### config.mk
export PLATFORM = sky130hd
export DESIGN_NAME = cam_rd_cntrl
export DESIGN_NICKNAME = d
export VERILOG_FILES = /design/src/rtl/cam_pkg.sv /design/src/rtl/msg_desc_fifo.sv /design/src/rtl/cam_rd_cntrl.sv
export SDC_FILE = /design/constraint.sdc
export NUM_CORES = 1
export LEC_CHECK = 0
export ABC_AREA = 1
export BUFFER_PORTS_ARGS = -buffer_cell sky130_fd_sc_hd__buf_4
export CELL_PAD_IN_SITES_DETAIL_PLACEMENT = 1
export CELL_PAD_IN_SITES_GLOBAL_PLACEMENT = 1
export CORE_ASPECT_RATIO = 0.5
export CORE_MARGIN = 2
export CORE_UTILIZATION = 28
export DETAILED_ROUTE_END_ITERATION = 8
export GPL_TIMING_DRIVEN = 0
export PLACE_DENSITY = 0.64
export SYNTH_ARGS = -nofsm -noshare
export SYNTH_HDL_FRONTEND = slang
export SYNTH_SLANG_ARGS = --single-unit
### constraint.sdc
create_clock -name clk -period 11.3 [get_ports clk]
set_clock_uncertainty 0.1 [all_clocks]
set_input_delay 1.695 -clock clk [delete_from_list [all_inputs] [get_ports clk]]
set_output_delay 1.695 -clock clk [all_outputs]
set_load 0.1 [all_outputs]
### src/rtl/cam_pkg.sv
// Shared types and default sizing for the CAM message read path.
package cam_pkg;

  localparam int CAM_DATA_WIDTH = 32;
  localparam int CAM_ADDR_WIDTH = 5;
  localparam int CAM_DESC_DEPTH = 4;

  // Descriptor fields are sized for the widest supported CAM; narrower users zero-extend.
  localparam int CAM_MAX_ADDR_WIDTH = 16;

  typedef logic [CAM_MAX_ADDR_WIDTH-1:0] cam_addr_t;

  typedef struct packed {
    cam_addr_t start_addr;
    cam_addr_t end_addr;
  } msg_desc_t;

  typedef enum logic [1:0] {
    IDLE,
    READ,
    DRAIN
  } rd_state_t;

endpackage

### src/rtl/msg_desc_fifo.sv
// Synchronous descriptor FIFO with a fall-through head (desc_o is valid whenever !empty_o).
module msg_desc_fifo
  import cam_pkg::*;
#(
  parameter int DEPTH = CAM_DESC_DEPTH
) (
  input  logic      clk,
  input  logic      rst,
  input  logic      push_i,
  input  msg_desc_t desc_i,
  input  logic      pop_i,
  output msg_desc_t desc_o,
  output logic      full_o,
  output logic      empty_o
);

  localparam int PTR_W = (DEPTH > 1) ? $clog2(DEPTH) : 1;
  localparam int CNT_W = $clog2(DEPTH + 1);

  msg_desc_t        mem_q [DEPTH];
  logic [PTR_W-1:0] wr_ptr_q, rd_ptr_q;
  logic [CNT_W-1:0] count_q;
  logic             do_push, do_pop;

  function automatic logic [PTR_W-1:0] ptr_inc(input logic [PTR_W-1:0] p);
    return (p == PTR_W'(DEPTH - 1)) ? '0 : p + 1'b1;
  endfunction

  assign full_o  = (count_q == CNT_W'(DEPTH));
  assign empty_o = (count_q == '0);
  assign do_push = push_i && !full_o;
  assign do_pop  = pop_i && !empty_o;
  assign desc_o  = mem_q[rd_ptr_q];

  // NOTE: sequential state uses non-blocking (<=) so every register samples pre-edge values.
  always_ff @(posedge clk or posedge rst) begin
    if (rst) begin
      wr_ptr_q <= '0;
      rd_ptr_q <= '0;
      count_q  <= '0;
    end else begin
      if (do_push) wr_ptr_q <= ptr_inc(wr_ptr_q);
      if (do_pop)  rd_ptr_q <= ptr_inc(rd_ptr_q);
      count_q <= count_q + CNT_W'(do_push) - CNT_W'(do_pop);
    end
  end

  // NOTE: the storage array has no reset; an entry is only read after it has been written.
  always_ff @(posedge clk) begin
    if (do_push) mem_q[wr_ptr_q] <= desc_i;
  end

endmodule

### src/rtl/cam_rd_cntrl.sv
// Reads queued messages out of the CAM and streams them downstream with sop/eop framing,
// using a 2-entry skid buffer so ready_i can stall without losing in-flight reads.
module cam_rd_cntrl
  import cam_pkg::*;
#(
  parameter int DATA_WIDTH = CAM_DATA_WIDTH,
  parameter int ADDR_WIDTH = CAM_ADDR_WIDTH,
  parameter int DESC_DEPTH = CAM_DESC_DEPTH
) (
  input  logic                  clk,
  input  logic                  rst,
  input  logic [ADDR_WIDTH-1:0] start_addr_i,
  input  logic [ADDR_WIDTH-1:0] end_addr_i,
  input  logic                  store_start_i,
  input  logic                  store_end_i,
  output logic                  mem_rd_en_o,
  output logic [ADDR_WIDTH-1:0] mem_rd_addr_o,
  input  logic [DATA_WIDTH-1:0] mem_rd_data_i,
  output logic [DATA_WIDTH-1:0] data_o,
  output logic                  valid_o,
  output logic                  sop_o,
  output logic                  eop_o,
  input  logic                  ready_i,
  output logic [ADDR_WIDTH-1:0] rd_pointer_o,
  output logic                  busy_o,
  output logic                  overflow_o
);

  typedef logic [ADDR_WIDTH-1:0] addr_t;
  typedef struct packed {
    addr_t addr;
    logic  sop;
    logic  eop;
  } tag_t;
  typedef struct packed {
    logic [DATA_WIDTH-1:0] data;
    tag_t                  tag;
  } word_t;

  rd_state_t state_q, state_d;
  addr_t     addr_q, addr_d, remain_q, remain_d;
  logic      pend_valid_q, pend_valid_d;
  addr_t     pend_start_q, pend_start_d;
  logic      overflow_q, overflow_d;
  addr_t     rd_pointer_q;
  logic      infl_q;
  tag_t      infl_tag_q, issue_tag;
  word_t     skid_q [2];
  logic      wr_sel_q, rd_sel_q;
  logic [1:0] cnt_q;

  msg_desc_t desc_in, fifo_desc;
  logic      fifo_full, fifo_empty, fifo_pop, desc_push, end_ok, desc_unused;
  addr_t     new_len, head_start, head_len;
  logic      issue, xfer, credit;
  logic [2:0] occupancy;
  word_t     head;

  // A store_end closes the pending message unless store_start wins the same cycle.
  assign end_ok    = store_end_i && !store_start_i && pend_valid_q;
  assign new_len   = end_addr_i - pend_start_q;
  assign desc_push = end_ok && (new_len != '0) && !fifo_full;
  assign overflow_d = overflow_q | (end_ok && (new_len != '0) && fifo_full);
  assign desc_in.start_addr = cam_addr_t'(pend_start_q);
  assign desc_in.end_addr   = cam_addr_t'(end_addr_i);

  always_comb begin
    pend_valid_d = pend_valid_q;
    pend_start_d = pend_start_q;
    if (store_start_i) begin
      pend_valid_d = 1'b1;
      pend_start_d = start_addr_i;
    end else if (end_ok) begin
      pend_valid_d = 1'b0;
    end
  end

  msg_desc_fifo #(.DEPTH(DESC_DEPTH)) u_desc_fifo (
    .clk     (clk),
    .rst     (rst),
    .push_i  (desc_push),
    .desc_i  (desc_in),
    .pop_i   (fifo_pop),
    .desc_o  (fifo_desc),
    .full_o  (fifo_full),
    .empty_o (fifo_empty)
  );

  assign desc_unused = ^fifo_desc;
  assign head_start  = fifo_desc.start_addr[ADDR_WIDTH-1:0];
  assign head_len    = fifo_desc.end_addr[ADDR_WIDTH-1:0] - head_start;

  // Credit counts the word leaving this cycle, so a full pipe still issues one read per cycle.
  assign head      = skid_q[rd_sel_q];
  assign valid_o   = (cnt_q != 2'd0);
  assign xfer      = valid_o && ready_i;
  assign occupancy = {1'b0, cnt_q} + {2'b0, infl_q} - {2'b0, xfer};
  assign credit    = (occupancy < 3'd2);

  // NOTE: every output of this block gets a default first, so no path can infer a latch.
  always_comb begin
    state_d   = state_q;
    addr_d    = addr_q;
    remain_d  = remain_q;
    fifo_pop  = 1'b0;
    issue     = 1'b0;
    issue_tag = '{addr: addr_q, sop: 1'b0, eop: 1'b0};
    unique case (state_q)
      IDLE: if (!fifo_empty && credit) begin
        fifo_pop  = 1'b1;
        issue     = 1'b1;
        issue_tag = '{addr: head_start, sop: 1'b1, eop: (head_len == addr_t'(1))};
        addr_d    = head_start + 1'b1;
        remain_d  = head_len - 1'b1;
        state_d   = (head_len == addr_t'(1)) ? DRAIN : READ;
      end
      READ: if (credit) begin
        issue         = 1'b1;
        issue_tag.eop = (remain_q == addr_t'(1));
        addr_d        = addr_q + 1'b1;
        remain_d      = remain_q - 1'b1;
        if (remain_q == addr_t'(1)) state_d = DRAIN;
      end
      DRAIN: if (xfer && head.tag.eop) state_d = IDLE;
      default: state_d = IDLE;
    endcase
  end

  always_ff @(posedge clk or posedge rst) begin
    if (rst) begin
      state_q      <= IDLE;
      addr_q       <= '0;
      remain_q     <= '0;
      pend_valid_q <= 1'b0;
      pend_start_q <= '0;
      overflow_q   <= 1'b0;
      rd_pointer_q <= '0;
      infl_q       <= 1'b0;
      infl_tag_q   <= '0;
      skid_q       <= '{default: '0};
      wr_sel_q     <= 1'b0;
      rd_sel_q     <= 1'b0;
      cnt_q        <= 2'd0;
    end else begin
      state_q      <= state_d;
      addr_q       <= addr_d;
      remain_q     <= remain_d;
      pend_valid_q <= pend_valid_d;
      pend_start_q <= pend_start_d;
      overflow_q   <= overflow_d;
      infl_q       <= issue;
      infl_tag_q   <= issue_tag;
      if (infl_q) begin
        skid_q[wr_sel_q] <= '{data: mem_rd_data_i, tag: infl_tag_q};
        wr_sel_q         <= ~wr_sel_q;
      end
      if (xfer) begin
        rd_sel_q     <= ~rd_sel_q;
        rd_pointer_q <= head.tag.addr + 1'b1;
      end
      cnt_q <= cnt_q + {1'b0, infl_q} - {1'b0, xfer};
    end
  end

  assign mem_rd_en_o   = issue;
  assign mem_rd_addr_o = issue ? issue_tag.addr : '0;
  assign data_o        = head.data;
  assign sop_o         = valid_o && head.tag.sop;
  assign eop_o         = valid_o && head.tag.eop;
  assign rd_pointer_o  = rd_pointer_q;
  assign busy_o        = (state_q != IDLE);
  assign overflow_o    = overflow_q;

endmodule

==> reports/metrics.yaml, run 1 <==
diodes: 0
cts_resized: 0
arrival_ns: 5.03
cts_tree: "done"
worst_r2r_path_depth: 20
ios: 95
wl_per_cell_um: 15.30
io_buffers: 93
final_cells: 1357
r2r-end: "u_desc_fifo.count_q[2]"
start_util_pct: 28.77
first_pass_iters: 4
ant_nets: 0
gr-total-overflow: 0
fin_nets: 1065
first_global_vias: 6549
cp_max_fo: 10
hold_start: "overflow_o"
dp_hpwl_mm: 14.81
yosysSeqAreaShare_pct: 54.96
synth_edf_count: 40
die_area_mm2: 0.02890
clk_latency_ns: 0.45
wl_mm: 20.76
status: "finished, final reports clean"
drive_gt1_share_pct: 17.01
hold_buffers: 0
worstHoldEndpoint: "overflow_o"
core-area_mm2: 0.02675
synthCells: 879
post-cts-setup-buffers: 0
clock_path_buffers: 2
routed-via-count: 6113
ys_async_sr_fraction_pct: 75.16
synth_fp_nets: 952
startpoint_type: "input pin"
rrSetupSlack_ns: 6.75
tightest_slew_ns: 1.056
dp.cells: 1325
die_x_um: 238.4
synth_cell_types: 44
tns_ns: 0
placed_area_mm2: 0.008866
worstPathRequired_ns: 9.51
drc: 0
ys_warn_count: 0
synthesis.area_mm2: 0.007695
finalHoldViolCount: 0
drt_iter0_markers: 263
grtUsageTotal_pct: 15.45
cts.sink_count: 161
hold_path_class: "reg2reg"
numCtsBuffers: 17
cap_violations: 0
die_h_um: 121.2
rr_startpoint: "cnt_q[1]"
antenna_found_initial: 0
fin_crit_sh_pct: 60.37
rsz0062_at_grt: "no"
clkTransAtPathRegs_ns: 0.06
vias_per_cell: 4.505
ys.flop_type: "dfrtp_1"
design_area_mm2: 0.009430
holdPathStages: 1
setup_viol: 0
yosys_register_bits: 161
slew_headroom_pct: 29.35
endpoint_kind: "primary output"
slew_violations: 0
syn_area_per_cell_um2: 8.754
grt_first_pass_wirelength_mm: 34.21
min_period_ns: 6.821
fmax_mhz: 146.6
worst-setup-path-type: "in2out"
area_growth_syn_to_layout_pct: 22.55
num_rows: 42
routabilityCongestion: 0.7565
htreeDepth: 4
grt_max_degree: 65
clock-root-buffer: "clkbuf_16"
[kinds of logic (layout without fill, tap and decap cells)]
family / Yosys count / count (layout) / share of synthesized area, %
AND/OR/NAND/NOR: 406 / 406 / 22.00
flip-flops: 161 / 161 / 54.96
buffers and inverters: 141 / 267 / 7.658
AO/OA/AOI/OAI: 136 / 136 / 9.821
adder cells (fa/ha/maj): 26 / 26 / 4.520
XOR/XNOR: 8 / 8 / 0.9106
multiplexers: 1 / 1 / 0.1301
[sequential cells by signal (all words and copies together), names as in the netlist]
name / count
u_desc_fifo.count_q: 3
state_q: 2
skid_q: 78
pend_valid_q: 1
addr_q: 5
u_desc_fifo.wr_ptr_q: 2
wr_sel_q: 1
u_desc_fifo.mem_q: 40
infl_tag_q: 7
u_desc_fifo.rd_ptr_q: 2
rd_pointer_o: 5
cnt_q: 2
infl_q: 1
pend_start_q: 5
remain_q: 5
overflow_o: 1
rd_sel_q: 1
[cells in the final DEF (no fill, tap or decap), types with 10 or more instances in the layout]
cell / synthesis / routed
a21oi_1: 10 / 10
buf_4: 0 / 93
clkbuf_1: 18 / 21
clkbuf_16: 0 / 17
dfrtp_1: 121 / 121
edfxtp_1: 40 / 40
ha_1: 23 / 23
inv_1: 102 / 101
nand2_1: 316 / 316
nand3_1: 21 / 21
nor2_1: 36 / 36
o21ai_0: 100 / 100
[cell usage after synthesis (2+ instances only)]
cell	instances	share of area, %
dfrtp_1	121	39
o21ai_1	5	0.33
a21oi_1	10	0.65
ha_1	23	3.7
o22ai_1	4	0.33
nor2_1	36	1.8
o21ai_2	3	0.34
buf_6	4	0.59
nand3_2	7	0.91
nor2_2	2	0.16
edfxtp_1	40	16
nor2_4	3	0.44
nand3_1	21	1.4
nand4_1	2	0.16
nand2_4	2	0.29
inv_2	3	0.15
or2_2	3	0.24
xor2_1	5	0.57
a211oi_1	3	0.29
o21ai_0	100	6.5
buf_1	5	0.24
fa_1	3	0.78
inv_1	102	5.0
nand3b_1	3	0.29
nand2_1	316	15
buf_2	7	0.46
clkbuf_1	18	0.88
o21bai_1	4	0.39
nand2_2	7	0.57
xnor2_1	3	0.34
[per-layer routing]
layer  routed length, um  track usage (%)  vias to the layer above
li1                    -                -                     3008
met1                9724            19.24                     3031
met2               10270            26.82                       60
met3                 573            3.958                       14
met4                 192            4.023                        0
met5                   0                0                        -
[how the worst max path moves through the flow]
stage | from | to | slack, ns | cells past startpoint
floorplan | ready_i | mem_rd_addr_o[1] | 3.49 | 16
CTS | ready_i | mem_rd_addr_o[4] | 4.39 | 18
global placement | ready_i | mem_rd_addr_o[4] | 4.44 | 18
finish | ready_i | mem_rd_addr_o[4] | 4.48 | 18
detailed placement | ready_i | mem_rd_addr_o[4] | 4.41 | 18
global route | ready_i | mem_rd_addr_o[4] | 4.18 | 18
[final cells by class]
| type | count | area [um^2] |
|---|---|---|
| Buffer | 36 | 195.2 |
| Clock buffer | 22 | 464.2 |
| Clock inverter | 10 | 100.1 |
| Fill cell | 3152 | 17320 |
| Inverter | 105 | 399.1 |
| Multi-Input combinational cell | 577 | 2877 |
| Sequential cell | 161 | 4229 |
| Tap cell | 352 | 440.4 |
| Timing Repair Buffer | 94 | 725.7 |
[through the flow]
step           hold WS (ns)  util (%)  setup slack [ns]
2_1_floorplan        0.3457         -             3.485
3_3_place_gp         0.3660     33.02             4.437
3_5_place_dp         0.3668     33.15             4.407
4_1_cts              0.3848     35.26             4.391
5_1_grt              0.3995     35.26             4.178
6_report             0.3769     35.26             4.479
[worst max-delay path, stage by stage]
cell and delay [ns]:
buf_4 0.11, nand2_1 0.13, clkbuf_1 0.35, inv_1 0.11, ha_1 0.28, inv_1 0.05, ha_1 0.12, inv_1 0.05
fa_1 0.51, nand2_1 0.08, nor2_2 0.20, o31ai_4 0.14, nor2_4 0.22, inv_1 0.20, nand2_1 0.11, inv_1 0.05
a211oi_1 0.25, buf_4 0.35
Power of run 1 is left out: the tool's default activity adds up to more than one toggle a clock period on the data nets, which glitch-free logic cannot reach.
==> run 2, diff against run 1 <==
--- a/config.mk
+++ b/config.mk
@@ -14,7 +14,7 @@
 export CORE_UTILIZATION = 28
 export DETAILED_ROUTE_END_ITERATION = 8
 export GPL_TIMING_DRIVEN = 0
-export PLACE_DENSITY = 0.64
+export PLACE_DENSITY = 0.66
 export SYNTH_ARGS = -nofsm -noshare
 export SYNTH_HDL_FRONTEND = slang
 export SYNTH_SLANG_ARGS = --single-unit
==> constraint.sdc (replaced) <==
create_clock -name clk -period 5.92 [get_ports clk]
set_clock_uncertainty 0.1 [all_clocks]
set_input_delay 0.888 -clock clk [delete_from_list [all_inputs] [get_ports clk]]
set_output_delay 0.888 -clock clk [all_outputs]
set_load 0.1 [all_outputs]
==> reports/metrics.yaml, run 2 (synthesis gave the netlist of run 1 again) <==
status: "finished, final reports clean"
diodes: 0  # unchanged
final_common_cell: "nand2_1"
htreeDepth: 4  # unchanged
grtUsageTotal_pct: 15.53  # +0.079 points
rsz0062_at_grt: "no"
drc: 0  # unchanged
endpoint_kind: "primary output"
grt_max_degree: 72  # +11%
dp.cells: 1325  # unchanged
ios: 95  # unchanged
first_pass_iters: 6  # +2
setup_viol: 0  # unchanged
worst-setup-path-type: "reg2out"
worstHoldEndpoint: "overflow_o"
die_area_mm2: 0.02890  # unchanged
worst_r2r_path_depth: 20  # unchanged
area_growth_syn_to_layout_pct: 22.67  # about the same
clk_latency_ns: 0.45  # about the same
cts_resized: 0  # unchanged
place_ws_ns: 0.6440  # -3.763 ns
antenna_found_initial: 0  # unchanged
drive_gt1_share_pct: 17.21  # +0.20 points
slew_headroom_pct: 31.13  # +1.8 points
slew_violations: 0  # unchanged
worstPathRequired_ns: 4.93  # -4.58 ns
routed-via-count: 6170  # +0.93%
cts_tree: "done"
numCtsBuffers: 17  # unchanged
largest_register_ffs: 78  # unchanged
fillers: 3131  # -0.67%
num_rows: 42  # unchanged
hold_buffers: 0  # unchanged
clock_path_buffers: 2  # unchanged
grt_first_pass_wirelength_mm: 34.54  # +0.97%
wl_mm: 20.85  # +0.43%
top_register: "skid_q"
setup_ws_ns: 0.4846  # -3.994 ns
reg.largest.list: "skid_q: 78 flops, u_desc_fifo.mem_q: 40 flops, infl_tag_q: 7 flops"
cts.sink_count: 161  # unchanged
start_util_pct: 28.77  # unchanged
fin_crit_sh_pct: 91.81
fmax_mhz: 184.0
arrival_ns: 4.45  # -0.58 ns
cap_violations: 0  # unchanged
core-area_mm2: 0.02675  # unchanged
wl_per_cell_um: 15.36  # +0.43%
finalHoldViolCount: 0  # unchanged
tightest_slew_ns: 1.029  # -0.02654 ns
min_period_ns: 5.435
ant_nets: 0  # unchanged
post-cts-setup-buffers: 0  # unchanged
die_h_um: 121.2  # unchanged
final_cells: 1357  # unchanged
clkTransAtPathRegs_ns: 0.07  # about the same
io_buffers: 93  # unchanged
hold_start: "overflow_o"
dp_hpwl_mm: 14.89  # +0.54%
die_x_um: 238.4  # unchanged
gr-total-overflow: 0  # unchanged
rr_startpoint: "cnt_q[1]"
rrSetupSlack_ns: 1.41  # -5.34 ns
drt_iter0_markers: 300  # +14%
r2r-end: "u_desc_fifo.count_q[2]"
cp_max_fo: 10  # unchanged
hold_path_class: "reg2reg"
clock-root-buffer: "clkbuf_16"
final_cell_mix: "nand2_1, dfrtp_1, inv_1, o21ai_0, buf_4"
routabilityCongestion: 0.7636  # +0.94%
holdPathStages: 1  # unchanged
vias_per_cell: 4.547  # +0.93%
startpoint_type: "flop"
fin_nets: 1065  # unchanged
first_global_vias: 6717  # +2.6%
-- run 2: cell type report --
cell class | instances | area [um^2] | share of cell area (%)
tap | 352 | 440.4 | 4.666
timing repair buffer | 94 | 725.7 | 7.688
inverter | 105 | 399.1 | 4.229
buffer | 36 | 195.2 | 2.068
sequential | 161 | 4229 | 44.80
clock buffer | 19 | 432.9 | 4.586
clock inverter | 13 | 135.1 | 1.432
multi-input combinational | 577 | 2882 | 30.53
-- run 2: worst max-delay path, stage by stage, from the launching register on --
cell	delay, ns
dfrtp_1	0.43
nor2_1	0.23
inv_1	0.09
nand2_1	0.15
clkbuf_1	0.35
inv_1	0.12
ha_1	0.30
inv_1	0.06
ha_1	0.13
inv_1	0.05
fa_1	0.50
nand2_1	0.07
nor2_2	0.17
o31ai_4	0.13
nor2_4	0.24
inv_1	0.20
nand2_1	0.10
inv_1	0.05
a211oi_1	0.26
buf_4	0.35
-- run 2: worst max path at each step --
| stage | from | to | slack (ns) | cells after the start |
|---|---|---|---|---|
| floorplan | cnt_q[1] | mem_rd_addr_o[1] | -0.51 | 18 |
| global placement | rst | skid_q[69] | 0.07 | 2 |
| detailed placement | ready_i | mem_rd_addr_o[4] | 0.64 | 18 |
| CTS | cnt_q[1] | mem_rd_addr_o[4] | 0.35 | 19 |
| global route | cnt_q[1] | mem_rd_addr_o[4] | 0.16 | 19 |
| finish | cnt_q[1] | mem_rd_addr_o[4] | 0.48 | 19 |
-- run 2: per-layer routing --
layer	global-route usage (%)	vias up	wire length, um
met5	0	-	0
met4	5.078	0	291
met3	3.662	21	558
met2	27.28	68	10490
met1	18.89	3083	9500
li1	-	2998	-
-- run 2: per-stage QoR --
step / TNS (ns) / utilization (%) / hold WS [ns] / instance area, um^2
floorplan: -1.026 / - / 0.3457 / 7700
global placement: 0 / 33.04 / 0.3661 / 8838
detailed placement: 0 / 33.16 / 0.3690 / 8871
CTS: 0 / 35.29 / 0.3834 / 9439
global route: 0 / 35.29 / 0.4103 / 9439
finish: 0 / 35.29 / 0.3767 / 9439
Power of run 2 is left out for the same reason.
==> run 3, diff against run 2 <==
--- a/config.mk
+++ b/config.mk
@@ -14,6 +14,7 @@
 export CORE_UTILIZATION = 28
 export DETAILED_ROUTE_END_ITERATION = 8
 export GPL_TIMING_DRIVEN = 0
+export MAX_ROUTING_LAYER = met4
 export PLACE_DENSITY = 0.66
 export SYNTH_ARGS = -nofsm -noshare
 export SYNTH_HDL_FRONTEND = slang
==> constraint.sdc (replaced) <==
create_clock -name clk -period 5.92 [get_ports clk]
set_clock_uncertainty 0.1 [all_clocks]
set_input_delay 1.184 -clock clk [delete_from_list [all_inputs] [get_ports clk]]
set_output_delay 1.184 -clock clk [all_outputs]
set_load 0.05 [all_outputs]
==> reports/metrics.yaml, run 3 (synthesis gave the netlist of run 1 again) <==
dp.cells: 1325  # unchanged
cts_resized: 0  # unchanged
status: "finished, final reports clean"
drc: 0  # unchanged
start_util_pct: 28.77  # unchanged
setup_viol: 0  # unchanged
diodes: 0  # unchanged
wl_mm: 20.65  # -0.92%
ios: 95  # unchanged
vias_per_cell: 4.542  # about the same
seqCellArea_mm2: 0.004229  # unchanged
placed_area_mm2: 0.008866  # about the same
tns_ns: 0  # unchanged
num_rows: 42  # unchanged
die_x_um: 238.4  # unchanged
fillers: 3128  # -0.096%
clock_path_buffers: 2  # unchanged
setup_ws_ns: 0.3626  # -0.1220 ns
startpoint_type: "input pin"
io_buffers: 93  # unchanged
final_common_cell: "nand2_1"
area_growth_syn_to_layout_pct: 22.54
cts.sink_count: 161  # unchanged
clkTransAtPathRegs_ns: 0.06  # about the same
hold_buffers: 0  # unchanged
tightest_slew_ns: 1.049  # +0.01955 ns
cp_max_fo: 12  # +2
final_cell_mix: "nand2_1, dfrtp_1, inv_1, o21ai_0, buf_4"
multi_input_area_mm2: 0.002877  # -0.17%
grt_first_pass_wirelength_mm: 33.77  # -2.2%
htreeDepth: 4  # unchanged
reg.largest.list: "skid_q: 78 flops, u_desc_fifo.mem_q: 40 flops, infl_tag_q: 7 flops"
antenna_found_initial: 0  # unchanged
fin_crit_sh_pct: 93.87  # +2.1 points
drive_gt1_share_pct: 17.25  # +0.034 points
place_ws_ns: 0.1601  # -0.4839 ns
clock-root-buffer: "clkbuf_16"
rsz0062_at_grt: "no"
die_area_mm2: 0.02890  # unchanged
final_cells: 1355  # -0.15%
grtUsageTotal_pct: 15.62  # +0.091 points
largest_register_ffs: 78  # unchanged
arrival_ns: 4.27  # -0.18 ns
first_global_vias: 6633  # -1.3%
post-cts-setup-buffers: 0  # unchanged
numCtsBuffers: 17  # unchanged
drt_iter0_markers: 329  # +9.7%
rr_startpoint: "cnt_q[1]"
rrSetupSlack_ns: 1.57  # +0.16 ns
gr-total-overflow: 0  # unchanged
first_pass_iters: 6  # unchanged
grt_max_degree: 67  # -6.9%
top_register: "skid_q"
core-area_mm2: 0.02675  # unchanged
worst-setup-path-type: "in2out"
endpoint_kind: "primary output"
crit_end: "mem_rd_addr_o[4]"
dp_hpwl_mm: 14.76  # -0.85%
clk_latency_ns: 0.44  # about the same
die_h_um: 121.2  # unchanged
hold_path_class: "reg2reg"
wl_per_cell_um: 15.24  # -0.77%
fmax_mhz: 179.9  # -2.2%
slew_headroom_pct: 29.82  # -1.3 points
worstPathRequired_ns: 4.64  # -0.29 ns
cts_tree: "done"
finalHoldViolCount: 0  # unchanged
slew_violations: 0  # unchanged
routabilityCongestion: 0.7863  # +3.0%
startpoint: "ready_i"
r2r-end: "u_desc_fifo.count_q[2]"
fin_nets: 1064  # -0.094%
cap_violations: 0  # unchanged
ant_nets: 0  # unchanged
routed-via-count: 6155  # -0.24%
min_period_ns: 5.557  # +0.1220 ns
design_area_mm2: 0.009429  # -0.11%
worst_r2r_path_depth: 19  # -5.0%
[run 3: cell count changes in the layout (fill, tap and decap cells not counted), sizes merged]
cell,before,now
bufinv,2,0
clkbuf,38,39
clkinv,6,7
inv,110,108
[run 3: layout make-up]
class	count	area share (%)
buffer	35	2.030
clock buffer	21	5.215
clock inverter	10	0.7962
inverter	105	4.233
multi-input combinational	577	30.51
sequential	161	44.85
tap	352	4.671
timing repair buffer	94	7.696
[run 3: worst min-delay path by stage]
stage                          start          to  slack (ns)  cells after the start
after floorplan            skid_q[4]   skid_q[4]        0.35                      2
after global placement     skid_q[9]   skid_q[9]        0.36                      2
after detailed placement   skid_q[7]   skid_q[7]        0.37                      2
after CTS                 skid_q[25]  skid_q[25]        0.39                      2
after global routing      skid_q[26]  skid_q[26]        0.41                      2
final                     skid_q[56]  skid_q[56]        0.39                      2
[run 3: metrics by stage]
| step | hold slack, ns | utilization [%] |
|---|---|---|
| after floorplan | 0.3457 | - |
| after global placement | 0.3649 | 33.02 |
| after detailed placement | 0.3734 | 33.15 |
| after CTS | 0.3906 | 35.27 |
| after global routing | 0.4134 | 35.25 |
| final | 0.3864 | 35.25 |
[run 3: worst max-delay path, stage by stage]
cell and delay [ns]:
buf_4 0.11, nand2_1 0.31, inv_1 0.13, ha_1 0.30, inv_1 0.06, ha_1 0.13, inv_1 0.05, fa_1 0.50
nand2_1 0.08, nor2_2 0.18, o31ai_4 0.13, nor2_4 0.22, inv_1 0.21, nand2_1 0.10, inv_1 0.05, a211oi_1 0.27
buf_4 0.26
[run 3: routing by layer]
layer | part of all wire [%] | routed length (um) | global-route usage (%)
met2 | 50 | 10310 | 26.75
met5 | 0 | 0 | -
met3 | 3.3 | 679 | 3.526
met1 | 45 | 9295 | 18.42
met4 | 1.8 | 367 | 5.000
Power of run 3 is left out for the same reason.
